`src/rtl/matcher_result_collector_pkg.sv`:
```
// Shared types and constants for the matcher result collection path.
package matcher_pkg;

  typedef enum logic [1:0] {
    ST_IDLE     = 2'd0,
    ST_ACK      = 2'd1,
    ST_WAIT_CLR = 2'd2
  } rc_state_e;

  localparam int DEF_DATA_WIDTH = 64;
  localparam int DEF_TAG_WIDTH  = 16;
  localparam int REC_WIDTH      = DEF_TAG_WIDTH + DEF_DATA_WIDTH;
  localparam int CNT_WIDTH      = 32;

  // Statistics counters stick at all-ones instead of wrapping.
  function automatic logic [CNT_WIDTH-1:0] sat_inc(input logic [CNT_WIDTH-1:0] v);
    return (&v) ? v : v + CNT_WIDTH'(1);
  endfunction

endpackage

```
`src/rtl/matcher_result_fifo.sv`:
```
// First-word fall-through FIFO; full/empty derive from registered pointers so
// a same-cycle pop never makes room for a same-cycle push.
module matcher_result_fifo #(
  parameter int WIDTH = 80,
  parameter int DEPTH = 16
) (
  input  logic                       clk_i,
  input  logic                       rst_ni,
  input  logic                       push_i,
  input  logic                       pop_i,
  input  logic [WIDTH-1:0]           wdata_i,
  output logic [WIDTH-1:0]           rdata_o,
  output logic                       full_o,
  output logic                       empty_o,
  output logic [$clog2(DEPTH):0]     level_o
);

  localparam int AW = $clog2(DEPTH);

  logic [WIDTH-1:0] mem_q [DEPTH];
  logic [AW:0]      wr_ptr_q, rd_ptr_q;
  logic             do_push, do_pop;

  assign level_o = wr_ptr_q - rd_ptr_q;
  assign empty_o = (wr_ptr_q == rd_ptr_q);
  assign full_o  = (level_o == (AW+1)'(DEPTH));
  assign do_push = push_i && !full_o;
  assign do_pop  = pop_i && !empty_o;

  always_ff @(posedge clk_i or negedge rst_ni) begin
    if (!rst_ni) begin
      wr_ptr_q <= '0;
      rd_ptr_q <= '0;
    end else begin
      if (do_push) wr_ptr_q <= wr_ptr_q + (AW+1)'(1);
      if (do_pop)  rd_ptr_q <= rd_ptr_q + (AW+1)'(1);
    end
  end

  always_ff @(posedge clk_i) begin
    if (do_push) mem_q[wr_ptr_q[AW-1:0]] <= wdata_i;
  end

  // Storage is never reset, so the head is masked to zero while empty.
  assign rdata_o = empty_o ? '0 : mem_q[rd_ptr_q[AW-1:0]];

endmodule

```
`src/rtl/matcher_result_collector.sv`:
```
// Collects matcher results into a tagged FWFT FIFO, sequences the result_reset
// handshake and keeps match / no-match / stall statistics.
module matcher_result_collector
  import matcher_pkg::*;
#(
  parameter int DATA_WIDTH  = 64,
  parameter int TAG_WIDTH   = 16,
  parameter int FIFO_DEPTH  = 16,
  parameter int CLR_TIMEOUT = 255
) (
  input  logic                            fclk,
  input  logic                            areset_n,
  input  logic                            in_data_valid,
  input  logic                            result_match,
  input  logic                            result_valid,
  input  logic [DATA_WIDTH-1:0]           result_data,
  output logic                            result_reset,
  output logic                            rd_valid,
  output logic [TAG_WIDTH+DATA_WIDTH-1:0] rd_data,
  input  logic                            rd_ready,
  output logic [$clog2(FIFO_DEPTH):0]     fifo_level,
  output logic [CNT_WIDTH-1:0]            match_count,
  output logic [CNT_WIDTH-1:0]            nomatch_count,
  output logic [CNT_WIDTH-1:0]            stall_count,
  output logic                            err_stuck,
  input  logic                            clr_stats
);

  localparam int RecW = TAG_WIDTH + DATA_WIDTH;
  localparam int TmoW = $clog2(CLR_TIMEOUT + 1);

  rc_state_e              state_q, state_d;
  logic [TmoW-1:0]        tmo_q, tmo_d;
  logic [TAG_WIDTH-1:0]   win_idx_q, win_idx_d, tag;
  logic                   ack_q;
  logic [CNT_WIDTH-1:0]   match_cnt_q, match_cnt_d;
  logic [CNT_WIDTH-1:0]   nomatch_cnt_q, nomatch_cnt_d;
  logic [CNT_WIDTH-1:0]   stall_cnt_q, stall_cnt_d;
  logic                   err_q, err_d;
  logic                   push, inc_match, inc_nomatch, inc_stall, set_err;
  logic                   fifo_full, fifo_empty;

  // Tag names the last accepted beat, i.e. the index before any same-cycle beat.
  assign tag       = win_idx_q - TAG_WIDTH'(1);
  assign win_idx_d = in_data_valid ? win_idx_q + TAG_WIDTH'(1) : win_idx_q;

  always_comb begin
    state_d     = state_q;
    tmo_d       = tmo_q;
    push        = 1'b0;
    inc_match   = 1'b0;
    inc_nomatch = 1'b0;
    inc_stall   = 1'b0;
    set_err     = 1'b0;
    case (state_q)
      ST_IDLE: begin
        if (result_match) begin
          if (!fifo_full) begin
            push      = 1'b1;
            inc_match = 1'b1;
            state_d   = ST_ACK;
          end else begin
            inc_stall = 1'b1;
          end
        end else if (result_valid) begin
          inc_nomatch = 1'b1;
        end
      end
      ST_ACK: begin
        state_d = ST_WAIT_CLR;
        tmo_d   = '0;
      end
      ST_WAIT_CLR: begin
        if (!result_match) begin
          state_d = ST_IDLE;
        end else if (tmo_q == TmoW'(CLR_TIMEOUT - 1)) begin
          set_err = 1'b1;
          state_d = ST_IDLE;
        end else begin
          tmo_d = tmo_q + TmoW'(1);
        end
      end
      default: state_d = ST_IDLE;
    endcase
  end

  // A clear request overrides any increment landing in the same cycle.
  always_comb begin
    match_cnt_d   = match_cnt_q;
    nomatch_cnt_d = nomatch_cnt_q;
    stall_cnt_d   = stall_cnt_q;
    err_d         = err_q;
    if (clr_stats) begin
      match_cnt_d   = '0;
      nomatch_cnt_d = '0;
      stall_cnt_d   = '0;
      err_d         = 1'b0;
    end else begin
      if (inc_match)   match_cnt_d   = sat_inc(match_cnt_q);
      if (inc_nomatch) nomatch_cnt_d = sat_inc(nomatch_cnt_q);
      if (inc_stall)   stall_cnt_d   = sat_inc(stall_cnt_q);
      err_d = err_q | set_err;
    end
  end

  always_ff @(posedge fclk or negedge areset_n) begin
    if (!areset_n) begin
      state_q       <= ST_IDLE;
      tmo_q         <= '0;
      win_idx_q     <= '0;
      ack_q         <= 1'b0;
      match_cnt_q   <= '0;
      nomatch_cnt_q <= '0;
      stall_cnt_q   <= '0;
      err_q         <= 1'b0;
    end else begin
      state_q       <= state_d;
      tmo_q         <= tmo_d;
      win_idx_q     <= win_idx_d;
      ack_q         <= push;
      match_cnt_q   <= match_cnt_d;
      nomatch_cnt_q <= nomatch_cnt_d;
      stall_cnt_q   <= stall_cnt_d;
      err_q         <= err_d;
    end
  end

  matcher_result_fifo #(
    .WIDTH(RecW),
    .DEPTH(FIFO_DEPTH)
  ) u_fifo (
    .clk_i   (fclk),
    .rst_ni  (areset_n),
    .push_i  (push),
    .pop_i   (rd_ready),
    .wdata_i ({tag, result_data}),
    .rdata_o (rd_data),
    .full_o  (fifo_full),
    .empty_o (fifo_empty),
    .level_o (fifo_level)
  );

  assign rd_valid      = !fifo_empty;
  assign result_reset  = ack_q;
  assign match_count   = match_cnt_q;
  assign nomatch_count = nomatch_cnt_q;
  assign stall_count   = stall_cnt_q;
  assign err_stuck     = err_q;

endmodule

```
`config.mk`:
```
export PLATFORM = sky130hd
export DESIGN_NAME = matcher_result_collector
export DESIGN_NICKNAME = d
export VERILOG_FILES = /design/src/rtl/matcher_result_collector_pkg.sv /design/src/rtl/matcher_result_fifo.sv /design/src/rtl/matcher_result_collector.sv
export SDC_FILE = /design/constraint.sdc
export NUM_CORES = 2
export LEC_CHECK = 0
export ABC_AREA = 1
export CAP_MARGIN = 15
export CORE_MARGIN = 5
export CORE_UTILIZATION = 57
export CTS_BUF_LIST = sky130_fd_sc_hd__clkbuf_8
export CTS_CLUSTER_SIZE = 25
export DETAILED_ROUTE_END_ITERATION = 6
export HOLD_SLACK_MARGIN = 0.02
export PLACE_DENSITY = 0.84
export SETUP_SLACK_MARGIN = 0.1
export SYNTH_ARGS = -nofsm -noshare
export SYNTH_HDL_FRONTEND = slang
export SYNTH_SLANG_ARGS = --single-unit
```
`constraint.sdc`:
```
create_clock -name fclk -period 8.5 [get_ports fclk]
set_input_delay 1.275 -clock fclk [delete_from_list [all_inputs] [get_ports fclk]]
set_output_delay 1.275 -clock fclk [all_outputs]
set_load 0.02 [all_outputs]
```
==> flow_metrics.tcl <==
set metrics [dict create \
    status "finished with violations" \
    failed_checks "DRC" \
    num_vias 41800 \
    reg2reg_depth 12 \
    r2r_start "u_fifo.rd_ptr_q[0]" \
    cts_setup_buffers 0 \
    hold-worst-slack_ns 0.394 \
    ys_types 42 \
    finalPower_mw 21.6 \
    power_leakage_nw 22.9 \
    worst_setup_path_start_kind "register" \
    grt_overflow 0 \
    synth_common_cells "1280 x edfxtp_1, 968 x nor2_1, 718 x nand2_1" \
    grt_pass1_wl_mm 234 \
    first_iter_violations 5880 \
    gp_congestion 0.918 \
    synth.most_common_cell "edfxtp_1" \
    synth_seq_cells 1414 \
    initial_core_util 0.574 \
    antenna_found_initial 13 \
    holdBufCountCts 0 \
    synth_warnings 0 \
    synthTopCellsByArea "edfxtp_1 65%, nor2_1 6.1%, dfrtp_1 5.7%" \
    post_drt_wl_per_cell_um 22.2 \
    grt_pass1_vias 40600 \
    drive_above_1_share 0.0723 \
    finalWorstSetupSlack_ns 1.71 \
    async_reset_ff_frac 0.0948 \
    core_sq_um 103000 \
    pre_cts_ws_ns 2.68 \
    synth-edff-count 1280 \
    die_w_um 332 \
    rrSetupSlack_ns 2.86 \
    fin_area_sq_um 66600 \
    slew_viol_final 0 \
    ir_drop_mv 0.329 \
    dr.pass1.iters 7 \
    ys_seq_area_frac 0.705 \
    avgViaCountPerCell 6.02 \
    postLayoutCoreUtil 0.644 \
    clock-sinks 1414 \
    ios 255 \
    reg2reg_to "u_fifo.mem_q[3][41]" \
    clk_pin_slew_ns 0.07 \
    slew_headroom 0.167 \
    fin_crit_ns 6.79 \
    multi_input_area_sq_um 15200 \
    cts_tree "built" \
    final-setup-viol-count 0 \
    dieArea_sq_um 111000 \
    insertion_delay_ns 0.91 \
    synth.top_cell.area_share 0.648 \
    critPathArrivalTime_ns 5.51 \
    seqCellArea_sq_um 41800 \
    cts_root_buffer "clkbuf_8" \
    grt_usage 0.271 \
    die_y_um 332 \
    cts_buffer_depth 3 \
    worstSetupPathType "reg2out" \
    crit_required_ns 7.22 \
    skew_ns 0.0710 \
    syn-cell-area_sq_um 59300 \
    hold_class "in2async" \
    cts_made_buffers 211 \
    syn_avg_cell_area_sq_um 11.5 \
    grt_max_degree 267 \
    hold_viol_final 0 \
    area_growth_pct 12.3 \
    final_cells 6943 \
    placed_area_sq_um 62700 \
    worstPathMaxFanout 106 \
    rsz0062_at_grt "false" \
    port_buffers 254 \
    clock.fmax_ghz 0.147 \
    cap_violations 0 \
    antenna_left 0 \
    finalCritPeriodShare 0.798 \
    htreeDepth 4 \
    synthFlopType "edfxtp_1" \
    nFillCells 7444 \
    tightestPinTransition_ns 1.25 \
    final.setup.tns_ns 0 \
    synth_top_area_cell "edfxtp_1" \
    post-route-drc-count 2 \
    postRouteWirelength_mm 154 \
    fin_nets 5468 \
    fp-row-count 118 \
    end_kind "output port" \
    power_per_cell_area_nw_per_um2 325 \
    hpwl_mm 79.7 \
    synth_nets 5254 \
    place_inst 6546 \
    cts-resized-gates 0 \
    synth_cells 5166 \
]
cell type report:
type,instances,share of cell area
multi-input cells,3213,0.229
clock buffers,216,0.0447
diodes,13,0.000489
clock inverters,167,0.0127
well taps,1380,0.0259
flip-flops and latches,1414,0.628
inverters,230,0.0133
repair buffers,310,0.0459
worst max-delay path, cell delays in order (launching register included):
cell and delay, ns:
dfrtp_4 0.96, buf_4 0.82, buf_4 0.95, o21ai_0 0.27, o22ai_1 0.22, nand2_1 0.08
nand2_1 0.10, inv_2 0.03, a21oi_1 0.39, clkdlybuf4s50_1 0.70
where the power goes:
part           total, mW  internal [mW]  switching [mW]
Sequential          8.54           8.20           0.338
Clock               5.06           2.44            2.62
Combinational       8.04           2.51            5.53
registers in the layout, summed over array words and instances (netlist names):
name / cells
u_fifo.mem_q: 1280
match_count: 32
nomatch_count: 32
stall_count: 32
win_idx_q: 16
tmo_q: 8
u_fifo.rd_ptr_q: 5
u_fifo.wr_ptr_q: 5
state_q: 2
err_stuck: 1
result_reset: 1
worst max path at each step:
| stage | from | end | depth (start not counted) |
|---|---|---|---|
| after detailed placement | u_fifo.rd_ptr_q[0] | rd_data[13] | 9 |
| final | u_fifo.rd_ptr_q[0] | rd_data[12] | 9 |
| after global placement | u_fifo.rd_ptr_q[0] | rd_data[3] | 9 |
| after floorplan | u_fifo.rd_ptr_q[3] | u_fifo.mem_q[0][0] | 12 |
| after global routing | u_fifo.rd_ptr_q[0] | rd_data[3] | 9 |
| after CTS | u_fifo.rd_ptr_q[0] | rd_data[72] | 9 |
cell families after synthesis:
kind of cell | count (synthesis) | synth area share
and+or+nand+nor | 1987 | 0.134
DFF | 1414 | 0.705
AOI/OAI and AO/OA | 1138 | 0.107
buffers and inverters | 539 | 0.0394
xor gates and xnor gates | 71 | 0.0105
adders and majority gates | 17 | 0.00371
placed cells by master (no fill, tap or decap), types with 3 or more instances in the layout:
cell type        Yosys  routed
buf_12               0       7
nor3_1              33      18
xnor2_1             24      24
or2_2                5       5
nand3_1            226     226
nand3_2              5       5
inv_2               35      33
o221ai_1            38      38
nand4_1             10      10
inv_12               0       3
buf_4               21      49
inv_4                0       3
dfrtp_1            134     131
nor2_1             968     967
nor2_4               6       8
nand2_2              4       4
o22ai_1            160     160
clkinvlp_4           0       5
xor2_1              47      47
o211ai_1           123     123
nor2_2               5       4
edfxtp_1          1280    1280
inv_8                0       4
nand3b_1             3       3
nand2_1            718     718
clkinv_1             0      51
clkinv_2             0      27
o21ai_1            149     149
a21o_1               3       3
dfrtp_4              0       3
nor3_2               0      15
a21oi_1             85      85
inv_1              195     263
clkdlybuf4s50_1      0     253
ha_1                16      16
clkbuf_8             0     216
diode_2              0      13
o21ai_0            574     574
inv_6                0       3
layer usage:
layer | routed length, um | global-route usage
met1 | 57000 | 0.355
met4 | 6480 | 0.125
met3 | 16000 | 0.0544
met5 | 26 | 0
met2 | 74900 | 0.442
(Power assumes the default switching activity.)
